`src/rtl/truco_pkg.sv`:
```
// Shared types and constants for the truco bet/hand controller.
package truco_pkg;

   typedef enum logic [1:0] {
      OCIOSO       = 2'd0,
      AGUARDA_RESP = 2'd1,
      ENVIA        = 2'd2,
      FIM          = 2'd3
   } aposta_estado_t;

   typedef enum logic {
      EQ_A = 1'b0,
      EQ_B = 1'b1
   } equipe_t;

   localparam logic [2:0] IDX_MAX = 3'd4;
   localparam logic [3:0] VALOR_MAO [5] = '{4'd1, 4'd3, 4'd6, 4'd9, 4'd12};

   function automatic logic [3:0] valor_de(input logic [2:0] idx);
      logic [3:0] v;
      v = 4'd12;
      for (int i = 0; i < 5; i++) begin
         if (idx == 3'(i)) v = VALOR_MAO[i];
      end
      return v;
   endfunction

endpackage

```
`src/rtl/truco_pulsador.sv`:
```
// Emits a train of single-cycle point pulses to one team, each followed by PULSE_GAP low cycles.
module truco_pulsador
   import truco_pkg::*;
#(
   parameter int PULSE_GAP = 4
) (
   input  logic       clk,
   input  logic       rst,
   input  logic       carga_i,
   input  logic       aborta_i,
   input  logic [3:0] qtd_i,
   input  equipe_t    alvo_i,
   output logic       ponto_a_o,
   output logic       ponto_b_o,
   output logic       ocupado_o,
   output logic       fim_o,
   output logic       termina_o
);

   localparam int GW = $clog2(PULSE_GAP + 1);

   logic          pa_q, pa_d, pb_q, pb_d;
   logic          ocupado_q, ocupado_d;
   logic          fim_q, fim_d;
   logic [3:0]    restante_q, restante_d;
   logic [GW-1:0] gap_q, gap_d;
   equipe_t       alvo_q, alvo_d;

   always_ff @(posedge clk or posedge rst) begin
      if (rst) begin
         pa_q       <= 1'b0;
         pb_q       <= 1'b0;
         ocupado_q  <= 1'b0;
         fim_q      <= 1'b0;
         restante_q <= 4'd0;
         gap_q      <= '0;
         alvo_q     <= EQ_A;
      end else begin
         pa_q       <= pa_d;
         pb_q       <= pb_d;
         ocupado_q  <= ocupado_d;
         fim_q      <= fim_d;
         restante_q <= restante_d;
         gap_q      <= gap_d;
         alvo_q     <= alvo_d;
      end
   end

   // Last low cycle of the last gap: the train ends on the coming edge.
   assign termina_o = ocupado_q && !(pa_q || pb_q) && (gap_q == GW'(1)) && (restante_q == 4'd0);

   always_comb begin
      pa_d       = 1'b0;
      pb_d       = 1'b0;
      fim_d      = 1'b0;
      ocupado_d  = ocupado_q;
      restante_d = restante_q;
      gap_d      = gap_q;
      alvo_d     = alvo_q;
      if (aborta_i) begin
         ocupado_d  = 1'b0;
         restante_d = 4'd0;
         gap_d      = '0;
      end else if (ocupado_q) begin
         if (pa_q || pb_q) begin
            gap_d = GW'(PULSE_GAP);
         end else if (gap_q == GW'(1)) begin
            if (restante_q == 4'd0) begin
               ocupado_d = 1'b0;
               fim_d     = 1'b1;
            end else begin
               restante_d = restante_q - 4'd1;
               pa_d       = (alvo_q == EQ_A);
               pb_d       = (alvo_q == EQ_B);
            end
         end else begin
            gap_d = gap_q - GW'(1);
         end
      end else if (carga_i) begin
         ocupado_d  = 1'b1;
         restante_d = qtd_i - 4'd1;
         alvo_d     = alvo_i;
         pa_d       = (alvo_i == EQ_A);
         pb_d       = (alvo_i == EQ_B);
      end
   end

   assign ponto_a_o = pa_q;
   assign ponto_b_o = pb_q;
   assign ocupado_o = ocupado_q;
   assign fim_o     = fim_q;

endmodule

```
`src/rtl/truco_aposta_ctrl.sv`:
```
// Truco raise arbitration and hand-value tracking; pays the hand out as point pulses to the scoreboard.
//  state        | meaning
//  OCIOSO       | hand open, raises and wins accepted
//  AGUARDA_RESP | raise pending, waiting for the responding team
//  ENVIA        | point pulse train running
//  FIM          | game over, only rst leaves
module truco_aposta_ctrl
   import truco_pkg::*;
#(
   parameter int PULSE_GAP = 4
) (
   input  logic       clk,
   input  logic       rst,
   input  logic       pedido_a,
   input  logic       pedido_b,
   input  logic       aceita,
   input  logic       corre,
   input  logic       vence_a,
   input  logic       vence_b,
   input  logic       jogo_encerrado,
   output logic       ponto_a,
   output logic       ponto_b,
   output logic [3:0] valor_mao,
   output logic       pedido_pendente,
   output logic       vez_resposta,
   output logic       ocupado,
   output logic       mao_fim
);

   aposta_estado_t estado_q, estado_d;
   logic [2:0]     idx_q, idx_d, pend_idx_q, pend_idx_d;
   equipe_t        vez_q, vez_d, ult_q, ult_d, prio_q, prio_d;
   logic           ult_ok_q, ult_ok_d;
   logic           pendente_q, pendente_d;
   logic [3:0]     valor_q, valor_d;

   logic    eleg_a, eleg_b, req_a, req_b, contra, termina;
   logic    carga, aborta;
   equipe_t ganho, raiser, alvo;

   always_ff @(posedge clk or posedge rst) begin
      if (rst) begin
         estado_q   <= OCIOSO;
         idx_q      <= 3'd0;
         pend_idx_q <= 3'd0;
         vez_q      <= EQ_A;
         ult_q      <= EQ_A;
         ult_ok_q   <= 1'b0;
         prio_q     <= EQ_A;
         pendente_q <= 1'b0;
         valor_q    <= 4'd1;
      end else begin
         estado_q   <= estado_d;
         idx_q      <= idx_d;
         pend_idx_q <= pend_idx_d;
         vez_q      <= vez_d;
         ult_q      <= ult_d;
         ult_ok_q   <= ult_ok_d;
         prio_q     <= prio_d;
         pendente_q <= pendente_d;
         valor_q    <= valor_d;
      end
   end

   assign raiser = equipe_t'(~vez_q);
   assign contra = (vez_q == EQ_B) ? pedido_b : pedido_a;
   assign eleg_a = !(ult_ok_q && (ult_q == EQ_A)) && (idx_q < IDX_MAX);
   assign eleg_b = !(ult_ok_q && (ult_q == EQ_B)) && (idx_q < IDX_MAX);
   assign req_a  = pedido_a && eleg_a;
   assign req_b  = pedido_b && eleg_b;
   assign ganho  = (req_a && req_b) ? prio_q : (req_b ? EQ_B : EQ_A);

   always_comb begin
      estado_d   = estado_q;
      idx_d      = idx_q;
      pend_idx_d = pend_idx_q;
      vez_d      = vez_q;
      ult_d      = ult_q;
      ult_ok_d   = ult_ok_q;
      prio_d     = prio_q;
      if (jogo_encerrado) begin
         estado_d = FIM;
      end else begin
         case (estado_q)
            OCIOSO: begin
               if (vence_a ^ vence_b) begin
                  estado_d = ENVIA;
               end else if (req_a || req_b) begin
                  pend_idx_d = idx_q + 3'd1;
                  vez_d      = equipe_t'(~ganho);
                  estado_d   = AGUARDA_RESP;
               end
            end
            AGUARDA_RESP: begin
               if (corre) begin
                  estado_d = ENVIA;
               end else if (aceita || contra) begin
                  idx_d    = pend_idx_q;
                  ult_d    = raiser;
                  ult_ok_d = 1'b1;
                  // A counter-raise on top of the last rung degenerates to a plain accept.
                  if (!aceita && (pend_idx_q < IDX_MAX)) begin
                     pend_idx_d = pend_idx_q + 3'd1;
                     vez_d      = raiser;
                  end else begin
                     estado_d = OCIOSO;
                  end
               end
            end
            ENVIA: begin
               if (termina) begin
                  idx_d    = 3'd0;
                  ult_ok_d = 1'b0;
                  prio_d   = equipe_t'(~prio_q);
                  estado_d = OCIOSO;
               end
            end
            default: estado_d = FIM;
         endcase
      end
      if (estado_d == FIM) vez_d = EQ_A;
      pendente_d = (estado_d == AGUARDA_RESP);
      valor_d    = valor_de(idx_d);
   end

   always_comb begin
      carga  = 1'b0;
      aborta = 1'b0;
      alvo   = EQ_A;
      if (estado_d == FIM) begin
         aborta = 1'b1;
      end else if ((estado_q != ENVIA) && (estado_d == ENVIA)) begin
         carga = 1'b1;
         alvo  = (estado_q == AGUARDA_RESP) ? raiser : (vence_b ? EQ_B : EQ_A);
      end
   end

   truco_pulsador #(.PULSE_GAP(PULSE_GAP)) u_pulsador (
      .clk       (clk),
      .rst       (rst),
      .carga_i   (carga),
      .aborta_i  (aborta),
      .qtd_i     (valor_q),
      .alvo_i    (alvo),
      .ponto_a_o (ponto_a),
      .ponto_b_o (ponto_b),
      .ocupado_o (ocupado),
      .fim_o     (mao_fim),
      .termina_o (termina)
   );

   assign valor_mao       = valor_q;
   assign pedido_pendente = pendente_q;
   assign vez_resposta    = vez_q;

endmodule

```
`config.mk`:
```
export PLATFORM = sky130hd
export DESIGN_NAME = truco_aposta_ctrl
export DESIGN_NICKNAME = d
export VERILOG_FILES = /design/src/rtl/truco_pkg.sv /design/src/rtl/truco_pulsador.sv /design/src/rtl/truco_aposta_ctrl.sv
export SDC_FILE = /design/constraint.sdc
export NUM_CORES = 1
export LEC_CHECK = 0
export CORE_UTILIZATION = 45
export CTS_BUF_LIST = sky130_fd_sc_hd__clkbuf_2 sky130_fd_sc_hd__clkbuf_4 sky130_fd_sc_hd__clkbuf_8
export DETAILED_ROUTE_END_ITERATION = 8
export GPL_TIMING_DRIVEN = 0
export PLACE_DENSITY = 0.68
export SYNTH_ARGS = -nofsm -noshare
export SYNTH_HDL_FRONTEND = slang
export SYNTH_SLANG_ARGS = --single-unit
```
`constraint.sdc`:
```
create_clock -name clk -period 2.37 [get_ports clk]
set_input_delay 0.3555 -clock clk [delete_from_list [all_inputs] [get_ports clk]]
set_output_delay 0.3555 -clock clk [all_outputs]
set_load 0.1 [all_outputs]
```
==> impl_metrics.toml, run 1 <==
[power]
peakVddDrop_uv = 482
powerDensity_nw_per_um2 = 820
power_leakage_nw = 0.876

[clock_network]
cts_buffer_depth = 2
cts_made_buffers = 5
cts-root-buf = "clkbuf_8"
clock-sinks = 29
path_clk_slew_ns = 0.06
insertion_delay_ns = 0.27
cts_tree = "built"
postCtsHoldBufs = 0
htreeDepth = 2

[critical_path]
crit_family = "buffers and inverters"
crit_buf_inv = 1
arrival_ns = 1.96
rr_startpoint = "estado_q[1]"
r2r_cells = 8
start_kind = "register"
path_cells = "clkdlybuf4s50_1"
endpoint_kind = "primary output"
crit_required_ns = 2.01
critPathSlowestCell = "clkdlybuf4s50_1"
cp_max_fo = 4
reg2reg_slack_ns = 0.09
max_stage_delay_ns = 1.13
path_class = "reg -> out"
regToRegEndpoint = "u_pulsador.restante_q[1]"

[final_layout]
final_util_pct = 59.1
layout-drive-gt1-share_pct = 19.8
syn2layout_area_growth_pct = 23.0
nFillCells = 304
finalNetCount = 228
insertedDiodeCount = 0

[floorplanning]
dieHeight_microns = 65.5
die_x_microns = 65.5
coreArea_sq_um = 3770
die_area_sq_um = 4290
ios = 19
start_util_pct = 48.1
rows = 22

[grt]
grt_usage_pct = 22.2
antenna_found_initial = 0
grt_pass1_vias = 1536
grt_max_degree = 30
grt_pass1_wl_microns = 7170
overflow = 0

[routing]
vias_per_cell = 5.74
wl_per_cell_microns = 15.9
postRouteWirelength_microns = 4140
vias = 1493
final_antenna_net_count = 0
dr.pass1.iters = 6
drtIter0Drc = 119
drc = 0

[worst_hold_path]
holdPathStages = 1
min_from = "prio_q"
hold_class = "reg -> reg"
min_to = "prio_q"

[synth]
ys_warn_count = 0
synth_top_area_share_pct = 38.6
synth_seq_cells = 29
synth_cells = 187
synth_ff_type = "dfrtp_1"
syn-cell-area_sq_um = 1810
synth-async-reset-ratio_pct = 100
synth-edff-count = 0
ys_types = 50
synth_seq_area_share_pct = 40.1
synth.avg_cell_area_sq_um = 9.70
syn-num-nets = 204
yosysTopAreaCell = "dfrtp_1"
synthTopCellsByArea = "dfrtp_1, ha_1, mux2_2"

[sta]
max_slew_margin_pct = 27.8
period_share_pct = 97.8
fin_crit_ns = 2.32
fin_skew_ns = 0.00455
fmax_mhz = 431
finalSetupViolCount = 0
slew_violations = 0
worstMarginPinSlew_ns = 1.08
hold_viol_final = 0
whs_ns = 0.487

[placement]
portBuffers = 17
dp_hpwl_microns = 3080
routabilityCongestion = 0.823

[flow_run]
drv_cap = 0

[outcome]
run_status = "finished clean"
==> cell usage after synthesis (all sizes together), types with 2 or more instances <==
library cell  number
a31oi              4
nand3              5
o31ai              2
a21boi             2
o2bb2ai            2
nand2b             6
nand2             14
nor4               6
mux2               6
a22oi              5
a21oi              9
xnor2              4
a21o               3
nor3               7
dfrtp             28
a32oi              2
nor2              15
inv               14
mux2i              5
ha                 8
o2111ai            2
xor2               2
clkbuf             3
a211oi             4
o21ai              8
nand3b             4
buf                3
==> metal layers <==
layer / global-route usage, % / wire length, microns / vias to the layer above
met3: 5.38 / 129 / 2
met1: 29.1 / 1970 / 743
met5: 0 / 0 / -
met2: 36.6 / 2020 / 19
met4: 5.43 / 24 / 0
li1: - / - / 729
==> cells by family after synthesis <==
kind of cell / synth area share (%)
adder cells (fa/ha/maj): 5.52
multiplexers: 6.69
XOR/XNOR: 2.90
flip-flops: 40.1
AO/OA/AOI/OAI: 20.4
buffers and inverters: 4.62
AND/OR/NAND/NOR: 19.8
==> report_power, final <==
group	leakage (nW)	switching, mW	internal, mW
combinational	0.458	0.490	0.284
sequential	0.368	0.0699	0.569
clock	0.0498	0.173	0.242
total	0.876	0.733	1.10
==> stage by stage <==
step	std cells	TNS, ns	setup WS (ns)	total power [mW]	instance area [sq um]
after floorplan	187	0	0.0374	1.19	1820
after global placement	252	-3.99	-0.324	1.34	2050
after CTS	259	0	0.0224	1.82	2180
after global routing	260	-0.0263	-0.0215	1.94	2230
after detailed placement	252	-4.73	-0.374	1.36	2050
final	260	0	0.0521	1.83	2230
==> sequential cells by signal, indices dropped and copies added (netlist names), 2 cells and up <==
signal	cells
u_pulsador.restante_q	4
valor_mao	4
idx_q	3
pend_idx_q	3
u_pulsador.gap_q	3
estado_q	2
==> layout by cell type, fill, tap and decap left out, drive strengths merged, types with 5 or more instances in the layout <==
cell type,count
ha,8
a21oi,9
o21ai,8
a22oi,5
mux2i,5
inv,14
nand2,14
nor3,7
nand3,5
dfrtp,28
clkdlybuf4s50,17
nand2b,6
clkbuf,10
nor4,6
nor2,15
mux2,6
==> what timing repair did <==
item / in CTS / in global routing
endpoints found under the setup margin: 16 / 18
endpoints found under the hold margin: 0 / 0
pin swaps: 0 / 2
buffers inserted: 0 / 1
resized for setup: 7 / 10
==> layout make-up <==
type,instances,area [sq um],share of cell area (%)
tap,48,60.1,2.69
buffer,5,30.0,1.35
timing repair buffer,18,178,7.97
inverter,14,52.6,2.36
clock buffer,8,91.3,4.10
multi-input combinational,138,1080,48.7
sequential,29,733,32.9
==> worst max-delay path by stage <==
stage	from	end	slack, ns	depth (start not counted)
after CTS	estado_q[1]	u_pulsador.restante_q[0]	0.02	8
after global placement	estado_q[1]	u_pulsador.ponto_b_o	-0.32	9
after floorplan	vez_resposta	u_pulsador.restante_q[0]	0.04	6
final	valor_mao[0]	valor_mao[0]	0.05	1
after global routing	estado_q[1]	u_pulsador.restante_q[1]	-0.02	8
after detailed placement	estado_q[1]	vez_resposta	-0.37	9
Note: power is estimated with default switching activity, not from simulation.
==> run 2, diff against run 1 <==
Settings changed: CORE_UTILIZATION 45 to 41, PLACE_DENSITY 0.68 to default, SETUP_SLACK_MARGIN from default to 0.02.
==> run 2 against run 1 <==
Compared with the run above: global-route usage shrank 1.5 points; register-to-register slack better by 0.08 ns; hold slack got worse by 0.016 ns; combinational power grew 5.3%; clock skew shrank 0.00053 ns; design area grew 3.0%; total power up 2.5%; count of clock-buffer cells in the layout unchanged; maximum frequency is 3.0% higher; die area rose by 9.4%; utilization down 3.3 points; critical path type unchanged; critical endpoint is now vez_resposta; largest power group unchanged.
==> impl_metrics.toml, run 2 (synthesized netlist as in run 1, its figures left out) <==
[power]
peakVddDrop_uv = 378
p_total_mw = 1.87
power_leakage_nw = 0.923
powerDensity_nw_per_um2 = 816

[worst_hold_path]
hold_class = "reg -> reg"

[routing]
postRouteWirelength_microns = 4200
vias_per_cell = 5.71
wl_per_cell_microns = 15.7
drc = 0
drtIter0Drc = 69
dr.pass1.iters = 4
vias = 1530
final_antenna_net_count = 0

[critical_path]
critPathSlowestCell = "clkdlybuf4s50_1"
worst-path-stages = 1
rr_startpoint = "estado_q[1]"
endpoint_kind = "primary output"
crit_family = "buffers and inverters"
arrival_ns = 1.90
path_class = "reg -> out"
max_stage_delay_ns = 1.17
r2r_cells = 8
cp_max_fo = 6
reg2reg_slack_ns = 0.17
crit_required_ns = 2.01
start_kind = "register"
path_cells = "clkdlybuf4s50_1"
regToRegEndpoint = "u_pulsador.restante_q[0]"
crit_end = "vez_resposta"
crit_buf_inv = 1
setup.worst_path.start = "vez_resposta"

[grt]
antenna_found_initial = 0
grt_usage_pct = 20.7
grt_pass1_wl_microns = 7110
grt_pass1_vias = 1552
overflow = 0
grt_max_degree = 30

[final_layout]
nFillCells = 370
final_util_pct = 55.8
insertedDiodeCount = 0
layout_commonest_cell = "dfrtp_1"
finalNetCount = 234
final_cell_area_sq_um = 2300
layout-drive-gt1-share_pct = 22.5
syn2layout_area_growth_pct = 26.6
final_cell_mix = "dfrtp_1, nor2_1, nand2_1, clkdlybuf4s50_1, inv_1"

[placement]
routabilityCongestion = 0.877
place_area_sq_um = 2050
pre_cts_ws_ns = -0.305
portBuffers = 17
dp_hpwl_microns = 3070

[clock_network]
insertion_delay_ns = 0.28
htreeDepth = 2
cts_made_buffers = 5
cts-root-buf = "clkbuf_8"
clock-sinks = 29
cts_buffer_depth = 2
cts_tree = "built"
path_clk_slew_ns = 0.06
postCtsHoldBufs = 0

[floorplanning]
die_area_sq_um = 4690
rows = 23
coreArea_sq_um = 4120
ios = 19
dieHeight_microns = 68.5
die_x_microns = 68.5
start_util_pct = 44.1

[sta]
whs_ns = 0.471
finalSetupViolCount = 0
fin_skew_ns = 0.00402
period_share_pct = 95.0
max_slew_margin_pct = 27.1
fmax_mhz = 444
timing.final.ws_setup_ns = 0.119
slew_violations = 0
fin_crit_ns = 2.25
rsz0062_at_grt = "false"
hold_viol_final = 0
worstMarginPinSlew_ns = 1.09

[outcome]
run_status = "finished clean"

[flow_run]
drv_cap = 0
==> run 2: cell types whose count changed in the layout (fill, tap and decap cells not counted), sizes merged <==
cell / previous run / this run
clkdlybuf4s50: 17 / 14
buf: 4 / 10
dlymetal6s2s: 0 / 3
==> run 2: repair_timing <==
| action | CTS | global route |
|---|---|---|
| setup endpoints to repair | 16 | 18 |
| pin swaps | 1 | 3 |
| cloned | 0 | 0 |
| buffers inserted | 0 | 7 |
| resized for setup | 7 | 16 |
==> run 2: area by class of cell <==
type                    count  area, sq um  share of cell area, %
plain buffers               5         30.0                   1.31
clock buffers               8         91.3                   3.98
inverters                  14         52.6                   2.29
multi-input cells         138         1100                   47.7
flip-flops and latches     29          733                   31.9
well taps                  50         62.6                   2.72
repair buffers             24          230                   10.0
==> run 2: worst min path at each step <==
stage,startpoint,end,slack (ns),depth (start not counted)
floorplan,rst,estado_q[0],0.43,1
global placement,prio_q,prio_q,0.46,1
detailed placement,prio_q,prio_q,0.47,1
CTS,prio_q,prio_q,0.48,1
global route,prio_q,prio_q,0.50,1
finish,prio_q,prio_q,0.47,1
==> run 2: routing by layer <==
metal,vias up,wire length [microns],GRT usage [%]
met5,-,0,0
met4,0,46,8.85
li1,737,-,-
met1,754,1940,25.6
met3,6,149,4.11
met2,33,2060,34.7
==> run 2: report_power, final <==
group	internal, mW	switching (mW)
clock	0.242	0.179
sequential	0.569	0.0688
combinational	0.311	0.504
total	1.12	0.752
==> run 2: through the flow <==
stage / setup TNS [ns] / cells
floorplan: 0 / 187
global placement: -3.21 / 254
detailed placement: -3.60 / 254
CTS: 0 / 261
global route: 0 / 268
finish: 0 / 268
